## config.mk

```make
export PLATFORM = sky130hd
export DESIGN_NAME = intt_pe_flat
export DESIGN_NICKNAME = d
export VERILOG_FILES = /design/src/rtl/intt_pe_if.sv /design/src/rtl/intt_pe.sv /design/src/flat_wrapper.sv
export SDC_FILE = /design/constraint.sdc
export NUM_CORES = 2
export LEC_CHECK = 0
export CAP_MARGIN = 0
export CORE_ASPECT_RATIO = 1.25
export CORE_MARGIN = 2
export CORE_UTILIZATION = 50
export CTS_BUF_LIST = sky130_fd_sc_hd__clkbuf_8
export DETAILED_ROUTE_END_ITERATION = 8
export PLACE_DENSITY = 0.67
export SYNTH_ARGS = -nofsm -noshare
export SYNTH_HDL_FRONTEND = slang
export SYNTH_SLANG_ARGS = --single-unit
```

## constraint.sdc

```tcl
create_clock -name clk -period 22.9 [get_ports clk]
set_input_delay 6.87 -clock clk [delete_from_list [all_inputs] [get_ports clk]]
set_output_delay 6.87 -clock clk [all_outputs]
set_load 0.01 [all_outputs]
```

## src/rtl/intt_pe_if.sv

```systemverilog
`default_nettype none
// ============================================================================
//  Module      : intt_pe_if
//  Description : Streaming handshake bundle for the inverse-NTT butterfly.
//                The input beat and the result beat each use valid/ready.
//                The master side drives beats in; the slave side is the PE.
//  Revision    : 1.0  initial release
// ============================================================================
`ifndef DATA_SIZE_ARB
`define DATA_SIZE_ARB 16
`endif

interface intt_pe_if #(
   parameter int W = `DATA_SIZE_ARB
);
   logic         in_valid;
   logic         in_ready;
   logic [W-1:0] data_top_i;
   logic [W-1:0] data_bot_i;
   logic [W-1:0] twiddle_i;
   logic         out_valid;
   logic         out_ready;
   logic [W-1:0] intt_top_o;
   logic [W-1:0] intt_bot_o;

   modport master (
      output in_valid, data_top_i, data_bot_i, twiddle_i, out_ready,
      input  in_ready, out_valid, intt_top_o, intt_bot_o
   );

   modport slave (
      input  in_valid, data_top_i, data_bot_i, twiddle_i, out_ready,
      output in_ready, out_valid, intt_top_o, intt_bot_o
   );
endinterface

`default_nettype wire

```

## src/rtl/intt_pe.sv

```systemverilog
`default_nettype none
// ============================================================================
//  Module      : intt_pe
//  Description : Four-stage Gentleman-Sande inverse butterfly.
//                top = (a+b) mod q, bot = ((a-b) mod q)*w mod q, each result
//                optionally multiplied by 2^-1 mod q. Barrett reduction is
//                used for the product. The whole pipe stalls as one unit when
//                the output beat is held by downstream.
//  Revision    : 1.0  initial release
// ============================================================================
`ifndef DATA_SIZE_ARB
`define DATA_SIZE_ARB 16
`endif

module intt_pe #(
   parameter int W = `DATA_SIZE_ARB
) (
   input  wire logic           clk,
   input  wire logic           reset,     // asynchronous, active low
   input  wire logic [W-1:0]   q,
   // floor(2^(2W)/q) exceeds W+1 bits for any q below 2^(W-1), so the
   // constant is carried at full 2W width to keep the estimate exact.
   input  wire logic [2*W-1:0] mu,
   input  wire logic           halve_en,
   intt_pe_if.slave            bus,
   output logic                busy
);

   // Multiply by 2^-1 mod q: an odd value borrows q to become even first.
   function automatic logic [W-1:0] halve_mod(input logic [W-1:0] x,
                                              input logic [W-1:0] m);
      logic [W:0] t;
      t = x[0] ? ({1'b0, x} + {1'b0, m}) : {1'b0, x};
      return W'(t >> 1);
   endfunction

   logic           advance;
   logic           v1, v2, v3, v4;
   logic [W-1:0]   top1, d1, w1;
   logic [W-1:0]   top2;
   logic [2*W-1:0] p2;
   logic [W-1:0]   top3, qest3;
   logic [2*W-1:0] p3;
   logic [W-1:0]   out_top, out_bot;

   logic [W:0]     sum_raw;
   logic [W-1:0]   sum_mod, diff_mod;
   logic [2*W-1:0] prod;
   logic [W-1:0]   qest;
   logic [W+1:0]   r0, r1, r2;
   logic [W-1:0]   top_fin, bot_fin;

   assign advance      = !v4 || bus.out_ready;
   assign bus.in_ready = advance;
   assign bus.out_valid  = v4;
   assign bus.intt_top_o = out_top;
   assign bus.intt_bot_o = out_bot;
   assign busy = v1 || v2 || v3 || v4;

   // S1 arithmetic: modular add and subtract, one correction each.
   always_comb begin
      sum_raw = {1'b0, bus.data_top_i} + {1'b0, bus.data_bot_i};
      sum_mod = (sum_raw >= {1'b0, q}) ? W'(sum_raw - {1'b0, q}) : W'(sum_raw);
      if (bus.data_top_i >= bus.data_bot_i)
         diff_mod = bus.data_top_i - bus.data_bot_i;
      else
         diff_mod = W'({1'b0, bus.data_top_i} + {1'b0, q} - {1'b0, bus.data_bot_i});
   end

   // S2/S3 arithmetic: full product, then Barrett quotient estimate (low by at most 2).
   always_comb begin
      prod = {{W{1'b0}}, d1} * {{W{1'b0}}, w1};
      qest = W'(({{(2*W){1'b0}}, p2} * {{(2*W){1'b0}}, mu}) >> (2*W));
   end

   // S4 arithmetic: remainder below 3q, two corrective subtractions, optional halving.
   always_comb begin
      r0 = (W+2)'(p3 - ({{W{1'b0}}, qest3} * {{W{1'b0}}, q}));
      r1 = (r0 >= {2'b00, q}) ? (r0 - {2'b00, q}) : r0;
      r2 = (r1 >= {2'b00, q}) ? (r1 - {2'b00, q}) : r1;
      top_fin = halve_en ? halve_mod(top3, q) : top3;
      bot_fin = halve_en ? halve_mod(W'(r2), q) : W'(r2);
   end

   // Pipeline registers: all stages move together on advance, hold otherwise.
   always_ff @(posedge clk or negedge reset) begin
      if (!reset) begin
         v1 <= 1'b0; v2 <= 1'b0; v3 <= 1'b0; v4 <= 1'b0;
         top1 <= '0; d1 <= '0; w1 <= '0;
         top2 <= '0; p2 <= '0;
         top3 <= '0; qest3 <= '0; p3 <= '0;
         out_top <= '0; out_bot <= '0;
      end else if (advance) begin
         v1      <= bus.in_valid;
         top1    <= sum_mod;
         d1      <= diff_mod;
         w1      <= bus.twiddle_i;
         v2      <= v1;
         top2    <= top1;
         p2      <= prod;
         v3      <= v2;
         top3    <= top2;
         p3      <= p2;
         qest3   <= qest;
         v4      <= v3;
         out_top <= top_fin;
         out_bot <= bot_fin;
      end
   end

endmodule

`default_nettype wire

```

## src/flat_wrapper.sv

```systemverilog
// flat-port wrapper written by rule: the top's interface ports become plain ports
module intt_pe_flat 
#(
   parameter int W = `DATA_SIZE_ARB
)
  (clk, reset, q, mu, halve_en, busy, bus_in_valid, bus_data_top_i, bus_data_bot_i, bus_twiddle_i, bus_out_ready, bus_in_ready, bus_out_valid, bus_intt_top_o, bus_intt_bot_o);
  intt_pe_if #(.W(W)) bus_i ();
  input  wire logic clk;
  input  wire logic reset;
  input  wire logic [W-1:0] q;
  input  wire logic [2*W-1:0] mu;
  input  wire logic halve_en;
  output logic busy;
  input wire logic [$bits(bus_i.in_valid)-1:0] bus_in_valid;
  input wire logic [$bits(bus_i.data_top_i)-1:0] bus_data_top_i;
  input wire logic [$bits(bus_i.data_bot_i)-1:0] bus_data_bot_i;
  input wire logic [$bits(bus_i.twiddle_i)-1:0] bus_twiddle_i;
  input wire logic [$bits(bus_i.out_ready)-1:0] bus_out_ready;
  output wire logic [$bits(bus_i.in_ready)-1:0] bus_in_ready;
  output wire logic [$bits(bus_i.out_valid)-1:0] bus_out_valid;
  output wire logic [$bits(bus_i.intt_top_o)-1:0] bus_intt_top_o;
  output wire logic [$bits(bus_i.intt_bot_o)-1:0] bus_intt_bot_o;
  assign bus_i.in_valid = bus_in_valid;
  assign bus_i.data_top_i = bus_data_top_i;
  assign bus_i.data_bot_i = bus_data_bot_i;
  assign bus_i.twiddle_i = bus_twiddle_i;
  assign bus_i.out_ready = bus_out_ready;
  assign bus_in_ready = bus_i.in_ready;
  assign bus_out_valid = bus_i.out_valid;
  assign bus_intt_top_o = bus_i.intt_top_o;
  assign bus_intt_bot_o = bus_i.intt_bot_o;
  intt_pe #(.W(W)) u_core (.clk(clk), .reset(reset), .q(q), .mu(mu), .halve_en(halve_en), .bus(bus_i), .busy(busy));
endmodule
```

# Yosys cells after proc, flatten, opt, wreduce, memory -nomap -nowiden
# Cells that the tools add are included.
[word_totals]
elab_cells = 44
register_bits = 182
output_inout_bits = 35
inputBits = 101
[classes]
n_mux = 8
mul = 3
addsub = 10
n_lt_le_gt_ge = 4
n_reduce_logical = 5
[op_table]
columns = ["cell", "count"]
rows = [
  ["$mux W16", 5],
  ["$sub A16 B16 Y16", 4],
  ["$add A16 B16 Y17", 3],
  ["$mul A32 B32 Y48", 1],
  ["$ge A18 B16 Y1", 2],
  ["$mux W17", 2],
  ["$mul A16 B16 Y32", 1],
  ["$mul A16 B16 Y18", 1],
  ["$mux W18", 1],
  ["$sub A18 B16 Y18", 1],
  ["$sub A18 B18 Y18", 1],
  ["$ge A17 B16 Y1", 1],
  ["$add A16 B16 Y16", 1],
  ["$ge A16 B16 Y1", 1],
  ["$logic_or A1 B1 Y1", 4],
  ["$logic_not A1 Y1", 1],
]

# Logic depth before layout (Yosys ltp)
[depth]
depth_word = 9
ltp_mapped = 58

# Least setup slack after synthesis
# Ideal clock, no wire load.
[synth_path]
kind = "in2reg"
start = "input port q[4]"
end = "register u_core.out_bot[13], in the netlist u_core.bus.intt_bot_o[13]"
setup_slack_ns = 5.150
arrival_time_ns = 17.616
t_required_ns = 22.766
cell_stages = 54
cell_sequence = "clkbuf_1 -> nand2_1 -> fa_1 -> inv_1 -> fa_1 -> ha_1 -> inv_1 -> fa_1 -> fa_1 -> inv_1 -> fa_1 -> inv_1 -> ha_1 -> a21o_1 -> a21o_1 -> a21oi_1 -> nand2_1 -> xor2_1 -> [... 18 more ...] -> mux2i_4 -> buf_1 -> buf_2 -> nand2_1 -> fa_1 -> nor2b_1 -> o21ai_0 -> a21boi_0 -> o21ai_0 -> nand2b_1 -> a21o_1 -> a41o_1 -> o41ai_1 -> o21ai_0 -> xnor2_1 -> a21oi_1 -> mux2i_1 -> o21ai_0"
[synth_between]
elab_chain_len = 9
[synth_lines]
columns = ["element", "line_no", "source"]
rows = [
  ["start, declared", "flat_wrapper.sv:10", "input wire logic [W-1:0] q;"],
  ["$mul A16 B16 Y18", "intt_pe.sv:78", "r0 = (W+2)'(p3 - ({{W{1'b0}}, qest3} * {{W{1'b0}}, q}));"],
  ["$sub A18 B18 Y18", "intt_pe.sv:78", ""],
  ["$sub A18 B16 Y18 or $ge A18 B16 Y1 (tied branches)", "intt_pe.sv:79", "r1 = (r0 >= {2'b00, q}) ? (r0 - {2'b00, q}) : r0;"],
  ["$mux W18", "intt_pe.sv:79", ""],
  ["$sub A16 B16 Y16 or $ge A18 B16 Y1 (tied branches)", "intt_pe.sv:80", "r2 = (r1 >= {2'b00, q}) ? (r1 - {2'b00, q}) : r1;"],
  ["$mux W16", "intt_pe.sv:80", ""],
  ["$add A16 B16 Y17", "intt_pe.sv:33", "t = x[0] ? ({1'b0, x} + {1'b0, m}) : {1'b0, x};"],
  ["$mux W17", "intt_pe.sv:33", ""],
  ["$mux W16 (*)", "intt_pe.sv:82", "bot_fin = halve_en ? halve_mod(W'(r2), q) : W'(r2);"],
  ["end signal, assigned", "intt_pe.sv:107", "out_bot <= bot_fin;"],
  ["end, declared", "intt_pe.sv:44", "logic [W-1:0] out_top, out_bot;"],
]
# Every way passes the cells marked *; elsewhere a longest branch is shown, timed or not.
# A chain may end at the register's enable or synchronous reset.

# Worst setup path in the final report
[layout_path]
start = "input port q[3]"
end = "register u_core.out_bot[13], in the netlist u_core.bus.intt_bot_o[13]"
# The elaborated chain is that of the path after synthesis.

==> impl_results.md <==
* Commonest non-fill, non-tap cell in the layout: inv_1
* Most frequent cells in the layout: inv_1, nand2_1, fa_1, ha_1, and2_1
* EDFF count, synth at 0
* WL met3 at 8.33 mm
* Maximum clock path buffer count at 2
* Cells after Synth at 6333
* Fin nets at 7916
* Filler cell count at 10100
* Largest area contributor in the netlist: fa_1
* Period minus WS final at 20.12 ns
* Total Routing Usage GR at 27.9%
* Synth warn at 0
* Top cells by area, synth: fa_1, ha_1, inv_1, nand2_1, dfrtp_1
* Max-Cap Viols at 0
* Netlist cell types at 75
* DP Wirelength at 114 mm
* Req. time, crit path at 23.35 ns
* TritonCTS clock tree: done
* Root buffer cell: clkbuf_8
* Area Overhead vs Synth at 5.38%
* Final Slew Violations at 0
* Cell mode on critical path: fa_1
* Total number of vias at 41800
* RePlAce Congestion at 0.921
* Detail Route Antenna Nets at 0
* Post-CTS Repair Setup Buffers at 0
* # clock sinks at 182
* H-tree depth at 4
* Critical path capture point type: flip-flop
* Area of the die at 0.111 mm2
* Top FF cell, synth: dfrtp_1
* Part of the Yosys area used for sequential elements at 8.41%
* Fin Setup TNS at 0 ns
* Layout cells sized above 1 at 2.47%
* Vias in the first global route at 45100
* Max Clock Skew at 0.0282 ns
* Initial antenna violation count at 3
* DRT Pass-1 Iters at 6
* Wire length per cell at 19.4 um
* DRT Wirelength at 149 mm
* Overflow after GRT at 0
* Ports at 136
* Die Wd at 298 um
* Vias per std cell at 5.44
* Status: completed
* Final-report hold violation count at 0
* Global-route wire length before repair at 241 mm
* Clk_lat worst skew at 0.59 ns
* Hold Crit Class: reg2reg
* Met2 WL at 78.1 mm
* Synthesis-stage register bit count at 182
* CP peak stage delay at 0.90 ns
* DIE HEIGHT at 372 um
* Row count at 135
* Kind of critical path: in2reg
* Critical Path Start Type: primary input
* Ys async rst share at 100%
* R2r setup slk at 9.45 ns
* Post-Syn Area per Cell at 8.55 um2
* Largest net degree at the start of global routing at 103
* Post-CTS Hold Buffers at 0
* Post-synth top area share at 41.4%
* Worst Path Arrival at 20.58 ns
* Initial drt markers at 2696
* Slew at the pin closest to its max-slew limit at 1.20 ns
* Num CTS Buffers at 17
* Post_cts resized at 0
* M1 WL at 55.1 mm
* Rel. slew slack at 19.4%
* Synthesized cell area at 0.0542 mm2
* Clock slew at reported path FFs at 0.13 ns
* Final critical-path share of the clock period at 87.9%
* RSZ-0062 raised after global routing: no
* Residual DRC at 0
* Port buffer count at 135
* Setup-failing EPs final at 0
* Initial Utilization at 50.2%
* F_max at 0.0497 GHz
* Max Used Layer: met4
* Mapped Nets at 8015
* Worst path slowest cell: clkdlybuf4s50_1
* Core area at 0.108 mm2
* Crit-path max FO at 27
[area by class of cell]
class	instances	area, um2	share of cell area, %
multi-input cells	4424	43100	75.6
inverters	1398	5250	9.20
flip-flops and latches	182	4550	7.98
repair buffers	211	1910	3.35
well taps	1438	1800	3.15
clock buffers	17	234	0.410
clock inverters	15	198	0.346
diodes	2	5.00	0.00877
[per-layer routing]
layer,track usage [%],vias to the layer above
met5,0,-
met4,13.3,0
met3,3.09,409
met2,51.4,1483
met1,32.5,21300
li1,-,18600
[registers in the layout (all words and copies together) (netlist names)]
name and cells:
u_core.bus.out_valid 1, u_core.bus.intt_top_o 16, u_core.p3 18, u_core.p2 32
u_core.qest3 16, u_core.d1 16, u_core.top2 16, u_core.v3 1
u_core.v2 1, u_core.v1 1, u_core.w1 16, u_core.top3 16
u_core.top1 16, u_core.bus.intt_bot_o 16
[cell usage after synthesis, types with 22 or more instances]
cell / instances
fa_1: 1119
dfrtp_1: 182
o21ai_0: 148
nand3_1: 33
xnor2_1: 139
a21o_1: 76
nand2_1: 1270
and2_1: 388
a21oi_1: 173
ha_1: 462
o21a_1: 22
inv_1: 1396
nor2_1: 151
nor3_1: 31
nor2b_1: 25
nand2b_1: 27
xor2_1: 62
clkbuf_1: 312
[critical path, delay by kind of cell]
kind                       cells  cell delay [ns]
xor gates and xnor gates       2             0.42
muxes                          4             2.13
adders and majority gates     10             4.16
buffers and inverters          4             1.04
and+or+nand+nor               10             2.37
AOI/OAI and AO/OA             20             3.53
[path summary, 6_finish.rpt]
check,start,end,cells after the start
min reg2reg,u_core.top2[11],u_core.top3[11],2
max,q[3],u_core.bus.intt_bot_o[13],50
max reg2reg,u_core.qest3[4],u_core.bus.intt_bot_o[13],49
max in group asynchronous,reset,u_core.bus.intt_top_o[6],2
min,u_core.top2[11],u_core.top3[11],2
min in group asynchronous,reset,u_core.w1[13],1
[through the flow]
step           cell area, um2  utilization, %  hold WS, ns  cells  worst slack, ns
2_1_floorplan           54200               -        0.439   6333             5.15
3_3_place_gp            56600            52.5        0.451   7653             2.54
3_5_place_dp            56600            52.5        0.458   7653             2.34
4_1_cts                 57100            52.9        0.480   7685             2.97
5_1_grt                 57100            52.9        0.503   7686             2.02
6_report                57100            52.9        0.467   7687             2.78
[kinds of logic (layout without fill, tap and decap cells)]
group           Yosys count  after routing  share of synthesized area (%)
fa+ha+maj              1581           1581                           52.0
compound gates          597            597                           6.90
mux                      39             39                          0.825
simple gates           2004           2004                           16.5
buf+inv                1727           1641                           12.0
xor+xnor                203            203                           3.32
flops                   182            182                           8.41
other cells               0              2                              0
Power is not shown: default switching activity piles up to over one toggle a cycle in this logic, so the estimate is an artifact.
